`src/rtl/sdram_arb_pkg.sv`:
```
// Shared types for the SDRAM port arbiter.
package sdram_arb_pkg;

  typedef enum logic [1:0] {
    IDLE,
    WAIT_ACK,
    WAIT_VALID
  } arb_state_t;

  localparam int GRANT_W = 8;
  localparam logic [GRANT_W-1:0] WRITE_GRANT = '1;

endpackage

```
`src/rtl/sdram_arbiter_rr_select.sv`:
```
// Combinational round-robin picker: first request at or after ptr_i.
module rr_select #(
  parameter int N  = 4,
  parameter int IW = (N > 1) ? $clog2(N) : 1
) (
  input  logic [N-1:0]  req_i,
  input  logic [IW-1:0] ptr_i,
  output logic [N-1:0]  gnt_o,
  output logic [IW-1:0] idx_o,
  output logic          any_o
);

  logic [IW-1:0] j;

  always_comb begin
    gnt_o = '0;
    idx_o = '0;
    any_o = 1'b0;
    j     = '0;
    for (int i = 0; i < N; i++) begin
      j = IW'((int'(ptr_i) + i) % N);
      if (!any_o && req_i[j]) begin
        any_o    = 1'b1;
        idx_o    = j;
        gnt_o[j] = 1'b1;
      end
    end
  end

endmodule

```
`src/rtl/sdram_arbiter.sv`:
```
// Shares one SDRAM controller port between the download writer and
// NUM_PORTS round-robin read requesters, one transaction in flight.
module sdram_arbiter
  import sdram_arb_pkg::*;
#(
  parameter int NUM_PORTS  = 4,
  parameter int ADDR_WIDTH = 23,
  parameter int DATA_WIDTH = 32
) (
  input  logic                            clk,
  input  logic                            reset,
  input  logic [ADDR_WIDTH-1:0]           wr_addr,
  input  logic [DATA_WIDTH-1:0]           wr_data,
  input  logic                            wr_req,
  output logic                            wr_ack,
  input  logic [NUM_PORTS*ADDR_WIDTH-1:0] rd_addr,
  input  logic [NUM_PORTS-1:0]            rd_req,
  output logic [NUM_PORTS-1:0]            rd_ack,
  output logic [NUM_PORTS-1:0]            rd_valid,
  output logic [DATA_WIDTH-1:0]           rd_q,
  output logic [ADDR_WIDTH-1:0]           sdram_addr,
  output logic [DATA_WIDTH-1:0]           sdram_data,
  output logic                            sdram_we,
  output logic                            sdram_req,
  input  logic                            sdram_ack,
  input  logic                            sdram_valid,
  input  logic [DATA_WIDTH-1:0]           sdram_q
);

  localparam int IW = (NUM_PORTS > 1) ? $clog2(NUM_PORTS) : 1;

  arb_state_t             state_q;
  logic [GRANT_W-1:0]     grant_q;
  logic [IW-1:0]          ptr_q;
  logic [IW-1:0]          ptr_d;
  logic [ADDR_WIDTH-1:0]  addr_q;
  logic [DATA_WIDTH-1:0]  data_q;
  logic                   we_q;
  logic                   req_q;
  logic                   wr_ack_q;
  logic [NUM_PORTS-1:0]   rd_ack_q;
  logic [NUM_PORTS-1:0]   rd_valid_q;
  logic [DATA_WIDTH-1:0]  rd_q_q;

  logic [NUM_PORTS-1:0]   rd_req_eff;
  logic                   wr_req_eff;
  logic [NUM_PORTS-1:0]   rd_gnt;
  logic [IW-1:0]          rd_idx;
  logic                   rd_any;
  logic [ADDR_WIDTH-1:0]  rd_addr_sel;
  logic [NUM_PORTS-1:0]   grant_oh;

  // A requester still sees its own ack this cycle; do not re-grant it yet.
  assign rd_req_eff = rd_req & ~rd_ack_q;
  assign wr_req_eff = wr_req & ~wr_ack_q;

  rr_select #(
    .N  (NUM_PORTS),
    .IW (IW)
  ) u_rr (
    .req_i (rd_req_eff),
    .ptr_i (ptr_q),
    .gnt_o (rd_gnt),
    .idx_o (rd_idx),
    .any_o (rd_any)
  );

  always_comb begin
    rd_addr_sel = '0;
    for (int i = 0; i < NUM_PORTS; i++) begin
      rd_addr_sel |= rd_addr[i*ADDR_WIDTH +: ADDR_WIDTH]
                   & {ADDR_WIDTH{rd_gnt[i]}};
    end
  end

  assign ptr_d    = (rd_idx == IW'(NUM_PORTS - 1)) ? '0 : rd_idx + 1'b1;
  assign grant_oh = NUM_PORTS'(1) << grant_q[IW-1:0];

  always_ff @(posedge clk) begin
    if (reset) begin
      state_q    <= IDLE;
      grant_q    <= '0;
      ptr_q      <= '0;
      addr_q     <= '0;
      data_q     <= '0;
      we_q       <= 1'b0;
      req_q      <= 1'b0;
      wr_ack_q   <= 1'b0;
      rd_ack_q   <= '0;
      rd_valid_q <= '0;
      rd_q_q     <= '0;
    end else begin
      wr_ack_q   <= 1'b0;
      rd_ack_q   <= '0;
      rd_valid_q <= '0;
      unique case (state_q)
        IDLE: begin
          if (wr_req_eff) begin
            grant_q <= WRITE_GRANT;
            addr_q  <= wr_addr;
            data_q  <= wr_data;
            we_q    <= 1'b1;
            req_q   <= 1'b1;
            state_q <= WAIT_ACK;
          end else if (rd_any) begin
            grant_q <= GRANT_W'(rd_idx);
            ptr_q   <= ptr_d;
            addr_q  <= rd_addr_sel;
            data_q  <= '0;
            we_q    <= 1'b0;
            req_q   <= 1'b1;
            state_q <= WAIT_ACK;
          end
        end
        WAIT_ACK: begin
          if (sdram_ack) begin
            req_q <= 1'b0;
            if (grant_q == WRITE_GRANT) begin
              wr_ack_q <= 1'b1;
              state_q  <= IDLE;
            end else begin
              rd_ack_q <= grant_oh;
              state_q  <= WAIT_VALID;
            end
          end
        end
        WAIT_VALID: begin
          if (sdram_valid) begin
            rd_q_q     <= sdram_q;
            rd_valid_q <= grant_oh;
            state_q    <= IDLE;
          end
        end
        default: state_q <= IDLE;
      endcase
    end
  end

  assign wr_ack     = wr_ack_q;
  assign rd_ack     = rd_ack_q;
  assign rd_valid   = rd_valid_q;
  assign rd_q       = rd_q_q;
  assign sdram_addr = addr_q;
  assign sdram_data = data_q;
  assign sdram_we   = we_q;
  assign sdram_req  = req_q;

  a_one_pulse: assert property (@(posedge clk) disable iff (reset)
    $onehot0({wr_ack, rd_ack, rd_valid}));

  a_req_hold: assert property (@(posedge clk) disable iff (reset)
    sdram_req && !sdram_ack |=> sdram_req);

endmodule
```
`config.mk`:
```
export PLATFORM = sky130hd
export DESIGN_NAME = sdram_arbiter
export DESIGN_NICKNAME = d
export VERILOG_FILES = /design/src/rtl/sdram_arb_pkg.sv /design/src/rtl/sdram_arbiter_rr_select.sv /design/src/rtl/sdram_arbiter.sv
export SDC_FILE = /design/constraint.sdc
export NUM_CORES = 1
export LEC_CHECK = 0
export ABC_AREA = 1
export BUFFER_PORTS_ARGS = -buffer_cell sky130_fd_sc_hd__buf_2
export CAP_MARGIN = 20
export CORE_MARGIN = 2
export CORE_UTILIZATION = 45
export CTS_CLUSTER_SIZE = 10
export DETAILED_ROUTE_END_ITERATION = 10
export PLACE_DENSITY = 0.78
export SYNTH_ARGS = -nofsm -noshare
export SYNTH_HDL_FRONTEND = slang
export SYNTH_HIERARCHICAL = 1
export SYNTH_SLANG_ARGS = --single-unit
```
`constraint.sdc`:
```
create_clock -name clk -period 2.7 [get_ports clk]
set_clock_uncertainty 0.2 [all_clocks]
set_input_delay 0.675 -clock clk [delete_from_list [all_inputs] [get_ports clk]]
set_output_delay 0.675 -clock clk [all_outputs]
set_load 0.01 [all_outputs]
```
# Word-level counts from Yosys, hierarchy flattened
# Cells that the tools add are included.
# op_classes
n_eq_ne	7
mul	0
n_bitwise	19
reduce_logical	21
addsub	4
order_cmp	8
mux	48
n_div	0
shift	1
# op_table
cell	n
$and 23x23->23	4
$or 23x23->23	3
$mux 32	2
$mux 23	2
$mux 2	10
$mux 1	18
$mux 4	4
$mux 8	2
$lt 2x3->1 const B	4
$or 4x4->4	3
$reduce_and 3->1	3
$bmux 1 s2	4
$demux 1 s2	4
$eq 8x8->1 const B	1
$ge 2x1->1 const B	4
$logic_and 1x1->1	7
$not 1->1	6
$pmux 2 s3	1
$reduce_or 3->1	2
$add 2x1->2 const B	2
$add 2x2->2 const B	2
$and 4x4->4	1
$eq 2x2->1 const B	2
$ne 2x2->1 const B	2
11 further kinds	15
# totals
elab_cells	119
mem_count	0
rom_bits	0
mem_bits_rw	0
reg_bits	110
latchBits	0
in_bits	188
output_inout_bits	98

# Logic depth before layout (Yosys ltp)
# Gate-level depths: netlist of the first run.
# logic_depth
word_depth	20
ltp_mapped	16
ltp_nobuf	14

# Cells and area by module
# Netlist of the first run, hierarchy kept.
# by_module_without_submodules
module	area_per_inst_um2	n_inst	cells_each	seq_area_each_um2
sdram_arbiter	4684.5	1	682	2082.0
rr_select	440.4	1	74	0.0

# Worst setup path after synthesis of the first run
# No wires, ideal clock.
# synth_path
path_kind	reg-to-reg
startpoint	register ptr_q[0]
endpoint	register addr_q[4] (netlist: sdram_addr[4])
synth_period_minus_slack_ns	2.485
arrival_ns	2.215
setup_time_ns	0.070
path_stages_with_launch	14
path_buffers	1
path_slack_ns	0.215
cell_sequence	dfxtp_1 inv_2 ha_1 inv_1 nand3_1 nand2_1 nor2_1 a21oi_1 nand3_1 clkbuf_1 nand2_1 nand3_1 o21ai_0 a21oi_1
# synth_lines
item	line_no	text
start, declared	sdram_arbiter.sv:34	logic [IW-1:0] ptr_q;
start signal, assigned	sdram_arbiter.sv:107	ptr_q <= ptr_d;
parallel branches: the longest is 11 deep, another holds $lt 2x3->1	n/a	
$mux 4 *	sdram_arbiter_rr_select.sv:22	if (!any_o && req_i[j]) begin
net rd_gnt[2]	sdram_arbiter.sv:47	logic [NUM_PORTS-1:0] rd_gnt;
$and 23x23->23 *	sdram_arbiter.sv:72	& {ADDR_WIDTH{rd_gnt[i]}};
$or 23x23->23 * (2 in a row)	sdram_arbiter.sv:71	rd_addr_sel |= rd_addr[i*ADDR_WIDTH +: ADDR_WIDTH]
$mux 23 *	sdram_arbiter.sv:105	end else if (rd_any) begin
$mux 23 *	sdram_arbiter.sv:98	if (wr_req_eff) begin
end signal, assigned	sdram_arbiter.sv:100	addr_q <= wr_addr;
end signal, assigned	sdram_arbiter.sv:108	addr_q <= rd_addr_sel;
end, declared	sdram_arbiter.sv:36	logic [ADDR_WIDTH-1:0] addr_q;
# Mark *: on every way through the listed nets, which the timed path passes. The select of a mux whose other input is x is not followed.
# A chain may end at the register's enable or synchronous reset.

# Worst setup path after layout of the first run
# layout_path
startpoint	register ptr_q[0]
endpoint	register addr_q[6] (netlist: sdram_addr[6])
# layout_lines
item	line_no
parallel branches: the longest is 11 deep, another holds $lt 2x3->1	n/a
$mux 4 *	sdram_arbiter_rr_select.sv:22
net rd_gnt[3]	sdram_arbiter.sv:47
$and 23x23->23 *	sdram_arbiter.sv:72
$or 23x23->23 *	sdram_arbiter.sv:71
$mux 23 *	sdram_arbiter.sv:105
$mux 23 *	sdram_arbiter.sv:98
# Marked as above.

==> impl_metrics.env, run 1 <==
export IMPL_hpwl_um=12100
export IMPL_rsz0062_at_grt="false"
export IMPL_postCtsSetupBuffers=0
export IMPL_final_common_cell="buf_2"
export IMPL_die_h_um=111
export IMPL_synth_distinct_cells=26
export IMPL_nFillCells=1042
export IMPL_core_rowCount=38
export IMPL_core_area_um2=11000
export IMPL_fmax_ghz=0.406
export IMPL_gr_usage_all_layers_pct=25.8
export IMPL_drv_slew=0
export IMPL_synth_nets=950
export IMPL_ctsHoldBuffers=0
export IMPL_routabilityCongestion=0.952
export IMPL_cts_buffer_depth=2
export IMPL_status="complete, no violations"
export IMPL_drt_iter0_drc=433
export IMPL_synth_cells=756
export IMPL_root_buffer="clkbuf_16"
export IMPL_post_dp_cell_area_um2=6750
export IMPL_hold_viol_final=0
export IMPL_syn_area_um2=5120
export IMPL_fin_nets=1225
export IMPL_dieArea_um2=12300
export IMPL_tightest_slew_ns=0.739
export IMPL_grt_antenna_before_repair=1
export IMPL_clkTransAtPathRegs_ns=0.08
export IMPL_ys_seq_elements=104
export IMPL_drtPass1Iterations=5
export IMPL_numPortBuffers=285
export IMPL_insertion_delay_ns=0.35
export IMPL_cp_end_kind="flop"
export IMPL_synthFlopType="dfxtp_1"
export IMPL_power_w=0.00624
export IMPL_io_pins=286
export IMPL_hold_class="flop to flop"
export IMPL_worst_slack_ns=0.236
export IMPL_ys_warn_count=6
export IMPL_fp_dieW_um=111
export IMPL_vias=5754
export IMPL_synth_edff_count=0
export IMPL_gr_total_overflow=0
export IMPL_grt_pass1_vias=5419
export IMPL_fin_crit_sh_pct=91.2
export IMPL_max_cap_violations=0
export IMPL_max_slew_margin_pct=50.4
export IMPL_via_per_inst=4.89
export IMPL_leakagePower_nw=3.59
export IMPL_final_antenna_net_count=0
export IMPL_htreeDepth=3
export IMPL_drt_total_wl_um=15800
export IMPL_syn_to_final_growth_pct=37.6
export IMPL_period_needed_ns=2.46
export IMPL_initial_utilization_pct=46.7
export IMPL_ys_seq_area_share_pct=40.6
export IMPL_cts_tree="yes"
export IMPL_drc=0
export IMPL_worstPathRequired_ns=2.71
export IMPL_syn_area_per_cell_um2=6.78
export IMPL_final_area_um2=7050
export IMPL_ys_async_sr_fraction_pct=0
export IMPL_wl_per_cell_um=13.5
export IMPL_crit_path_start_kind="flop"
export IMPL_powerDensity_nw_per_um2=885
export IMPL_crit_path_max_fanout=12
export IMPL_grt_first_pass_wirelength_um=26100
export IMPL_cts_made_buffers=9
export IMPL_pre_cts_slack_ns=-0.0317
export IMPL_crit_type="flop to flop"
export IMPL_cts_resized=0
export IMPL_peakVddDrop_mv=0.456
export IMPL_grt_max_degree=38
export IMPL_drive_gt1_share_pct=35.5
export IMPL_layout_common_cells="285 x buf_2, 218 x nand2_1, 104 x dfxtp_1, 99 x a21oi_1, 75 x inv_1"
export IMPL_cts_sinks=104
export IMPL_finalSetupViolations=0
export IMPL_cp_data_arrival_time_ns=2.47
## cell usage after synthesis (2+ instances only)
master	number	area, µm²
nand3_1	72	360
ha_1	6	75.1
a21oi_1	99	495
clkbuf_1	20	75.1
inv_1	75	282
buf_4	4	30.0
nand4_1	8	50.1
buf_2	14	70.1
nand3_2	2	20.0
inv_2	3	11.3
nor3_1	8	40.0
nor2_4	2	22.5
or2_2	23	144
nand2_2	9	56.3
a21boi_0	4	30.0
dfxtp_1	104	2080
buf_6	5	56.3
buf_1	2	7.51
nand2_1	218	818
o21ai_0	57	285
nor2_1	16	60.1
## final timing paths
path | slack (ns) | end | depth (start not counted) | from
setup / recovery | 0.24 | sdram_addr[6] | 13 | ptr_q[0]
hold / removal | 0.24 | rd_q[28] | 2 | rd_q[28]
setup reg to reg | 0.24 | sdram_addr[6] | 13 | ptr_q[0]
hold reg to reg | 0.24 | rd_q[28] | 2 | rd_q[28]
## power breakdown
part / switching (W) / internal (W) / leakage, nW
sequential: 0.000137 / 0.00177 / 0.851
clock: 0.000598 / 0.000733 / 0.145
combinational: 0.00182 / 0.00118 / 2.60
total: 0.00256 / 0.00368 / 3.59
## cell families after synthesis
kind of cell,after synthesis,synth area share (%)
AOI/OAI and AO/OA,161,16.1
adders and majority gates,6,1.46
buffers and inverters,125,10.5
DFF,104,40.6
and+or+nand+nor,360,31.2
## state kept, by name, summed over array words and instances (netlist names)
register / cells
rd_q: 32
wr_ack: 1
rd_ack: 4
ptr_q: 2
state_q: 2
grant_q: 3
rd_valid: 4
sdram_data: 32
sdram_req: 1
sdram_addr: 23
## layer usage
| metal | share of wire, % | global-route usage (%) | vias up |
|---|---|---|---|
| li1 | - | - | 2984 |
| met1 | 42 | 31.3 | 2527 |
| met2 | 49 | 44.4 | 219 |
| met3 | 7.4 | 6.45 | 24 |
| met4 | 2.4 | 9.08 | 0 |
| met5 | 0 | 0 | - |
## worst max-delay path: stages (launching register included)
cell and delay, ns:
dfxtp_1 0.35, inv_2 0.04, ha_1 0.35, inv_1 0.13, nand3_1 0.08, nand2_1 0.08, nor2_2 0.07, a21oi_1 0.13
nand3_1 0.14, buf_4 0.22, nand2_1 0.07, nand3_1 0.07, o21ai_0 0.28, a21oi_1 0.11
## metrics by stage
stage	util [%]	instances	TNS (ns)	hold WS (ns)
floorplan	-	756	0	0.268
global placement	61.4	1160	-0.0676	0.229
detailed placement	61.4	1160	-0.0841	0.232
CTS	64.2	1176	0	0.244
global route	64.2	1177	0	0.266
finish	64.2	1177	0	0.240
## area by class of cell
type                    count  area, µm²  area share, %
inverters                  79        297           4.20
multi-input cells         527       2500           35.5
diodes                      1       2.50         0.0355
clock inverters             6       75.1           1.06
well taps                 140        175           2.48
clock buffers              10        229           3.25
repair buffers            310       1690           23.9
flip-flops and latches    104       2080           29.5
Note: power is estimated with default switching activity, not from simulation.
==> run 2, diff against run 1 <==
--- a/config.mk
+++ b/config.mk
@@ -8,11 +8,13 @@
 export ABC_AREA = 1
 export BUFFER_PORTS_ARGS = -buffer_cell sky130_fd_sc_hd__buf_2
 export CAP_MARGIN = 20
+export CELL_PAD_IN_SITES_DETAIL_PLACEMENT = 2
+export CELL_PAD_IN_SITES_GLOBAL_PLACEMENT = 2
 export CORE_MARGIN = 2
-export CORE_UTILIZATION = 45
+export CORE_UTILIZATION = 22
 export CTS_CLUSTER_SIZE = 10
 export DETAILED_ROUTE_END_ITERATION = 10
-export PLACE_DENSITY = 0.78
+export PLACE_DENSITY = 0.77
 export SYNTH_ARGS = -nofsm -noshare
 export SYNTH_HDL_FRONTEND = slang
 export SYNTH_HIERARCHICAL = 1
==> impl_metrics.env, run 2 (synthesized netlist as in run 1, its figures left out) <==
export IMPL_status="complete, no violations"
export IMPL_period_needed_ns=2.46
export IMPL_top_usage_layer="met2"
export IMPL_routabilityCongestion=0.770
export IMPL_drtPass1Iterations=4
export IMPL_slowest_stage="dfxtp_1"
export IMPL_final_common_cell="buf_2"
export IMPL_peakVddDrop_mv=0.376
export IMPL_tightest_slew_ns=0.606
export IMPL_fin_crit_sh_pct=91.0
export IMPL_core_area_um2=22800
export IMPL_crit_top_cell="nand2_1"
export IMPL_worstPathRequired_ns=2.74
export IMPL_grt_first_pass_wirelength_um=34100
export IMPL_htreeDepth=3
export IMPL_met2_usage_pct=32.5
export IMPL_critical_path_startpoint="ptr_q[0]"
export IMPL_rsz0062_at_grt="false"
export IMPL_crit_type="flop to flop"
export IMPL_fmax_ghz=0.407
export IMPL_hold_class="flop to flop"
export IMPL_grt_max_degree=38
export IMPL_via_per_inst=4.44
export IMPL_regToRegSetupSlack_ns=0.24
export IMPL_max_stage_delay_ns=0.35
export IMPL_crit_end="sdram_addr[14]"
export IMPL_grt_pass1_vias=6438
export IMPL_crit_path_start_kind="flop"
export IMPL_gr_usage_all_layers_pct=17.8
export IMPL_cp_end_kind="flop"
export IMPL_dieArea_um2=24500
export IMPL_drc=0
export IMPL_finalSetupViolations=0
export IMPL_hold_ws_ns=0.245
export IMPL_drive_gt1_share_pct=37.0
export IMPL_cts_made_buffers=9
export IMPL_gr_total_overflow=0
export IMPL_final_setup_tns_ns=0
export IMPL_power_w=0.00686
export IMPL_drt_total_wl_um=22100
export IMPL_layout_common_cells="285 x buf_2, 218 x nand2_1, 104 x dfxtp_1, 99 x a21oi_1, 75 x inv_1"
export IMPL_die_h_um=157
export IMPL_global_route_usage_met3_pct=5.34
export IMPL_cp_data_arrival_time_ns=2.49
export IMPL_drt_iter0_drc=213
export IMPL_root_buffer="clkbuf_16"
export IMPL_fp_dieW_um=157
export IMPL_leakagePower_nw=3.71
export IMPL_post_dp_cell_area_um2=7120
export IMPL_crit_path_max_fanout=7
export IMPL_final_antenna_net_count=0
export IMPL_grt_antenna_before_repair=4
export IMPL_final_area_um2=7460
export IMPL_cts_buffer_depth=2
export IMPL_hpwl_um=17500
export IMPL_fin_nets=1242
export IMPL_r2r_end="sdram_addr[14]"
export IMPL_reg2reg_depth=15
export IMPL_max_cap_violations=0
export IMPL_insertion_delay_ns=0.35
export IMPL_ctsHoldBuffers=0
export IMPL_crit_chain="inv_2, ha_2, inv_1, nand3_1, nand2_1, nor2_1, buf_4, a21oi_1, nand3_1, buf_12, buf_4, nand2_1, nand2_1, o21ai_0, a21oi_1"
export IMPL_max_slew_margin_pct=59.5
export IMPL_numPortBuffers=285
export IMPL_syn_to_final_growth_pct=45.5
export IMPL_initial_utilization_pct=22.5
export IMPL_drv_slew=0
export IMPL_io_pins=286
export IMPL_rr_startpoint="ptr_q[0]"
export IMPL_core_rowCount=55
export IMPL_wl_per_cell_um=16.2
export IMPL_clkTransAtPathRegs_ns=0.08
export IMPL_powerDensity_nw_per_um2=920
export IMPL_grtUsageMet1_pct=20.3
export IMPL_vias=6067
export IMPL_hold_viol_final=0
export IMPL_cts_tree="yes"
export IMPL_cts_sinks=104
-- run 2: changes by cell type in the layout (fill, tap and decap cells not counted), sizes merged --
cell      delta
nor2         +1
buf         +16
clkinvlp     -1
clkinv       -3
bufinv       -1
diode        +1
inv          +4
-- run 2: worst min-delay path by stage --
| stage | slack (ns) | from | end | depth (start not counted) |
|---|---|---|---|---|
| after floorplan | 0.27 | rd_q[10] | rd_q[10] | 2 |
| after global placement | 0.23 | rd_q[24] | rd_q[24] | 2 |
| after global routing | 0.27 | rd_q[13] | rd_q[13] | 2 |
| after detailed placement | 0.24 | rd_q[13] | rd_q[13] | 2 |
| final | 0.24 | rd_q[13] | rd_q[13] | 2 |
| after CTS | 0.25 | rd_q[13] | rd_q[13] | 2 |
-- run 2: critical path: cells and delay by family (launching register included) --
family                   cells  cell delay, ns
AND/OR/NAND/NOR              6            0.44
AO/OA/AOI/OAI                3            0.42
buffers and inverters        5            0.62
flip-flops                   1            0.35
adder cells (fa/ha/maj)      1            0.32
-- run 2: final cells by class --
type                       instances  area (µm²)
antenna                            2        5.00
clock buffer                      10         239
clock inverter                     5        46.3
fill                            2817       15300
inverter                          79         297
multi-input combinational        528        2520
sequential                       104        2080
tap                              313         392
timing repair buffer             326        1870
-- run 2: where the power goes --
| part | internal (W) | switching (W) | total, W |
|---|---|---|---|
| registers | 0.00177 | 0.000145 | 0.00191 |
| logic | 0.00151 | 0.00211 | 0.00363 |
| clock network | 0.000668 | 0.000652 | 0.00132 |
-- run 2: through the flow --
step / util (%) / setup slack [ns] / instances
after detailed placement: 31.3 / -0.161 / 1346
after CTS: 32.5 / 0.0166 / 1361
after global routing: 32.7 / 0.00308 / 1366
final: 32.7 / 0.244 / 1367
after global placement: 31.3 / -0.117 / 1346
after floorplan: - / 0.215 / 756
-- run 2: what timing repair did --
action                                  4_1_cts  5_1_grt
buffers inserted                              0        3
resized for setup                             0       12
endpoints found under the setup margin        0       42
-- run 2: routing by layer --
metal	part of all wire [%]	wire length (µm)	up-vias
met3	8.0	1760	19
met2	49	10800	208
met4	1.3	290	2
met5	0.045	10	-
li1	-	-	3010
met1	42	9220	2828
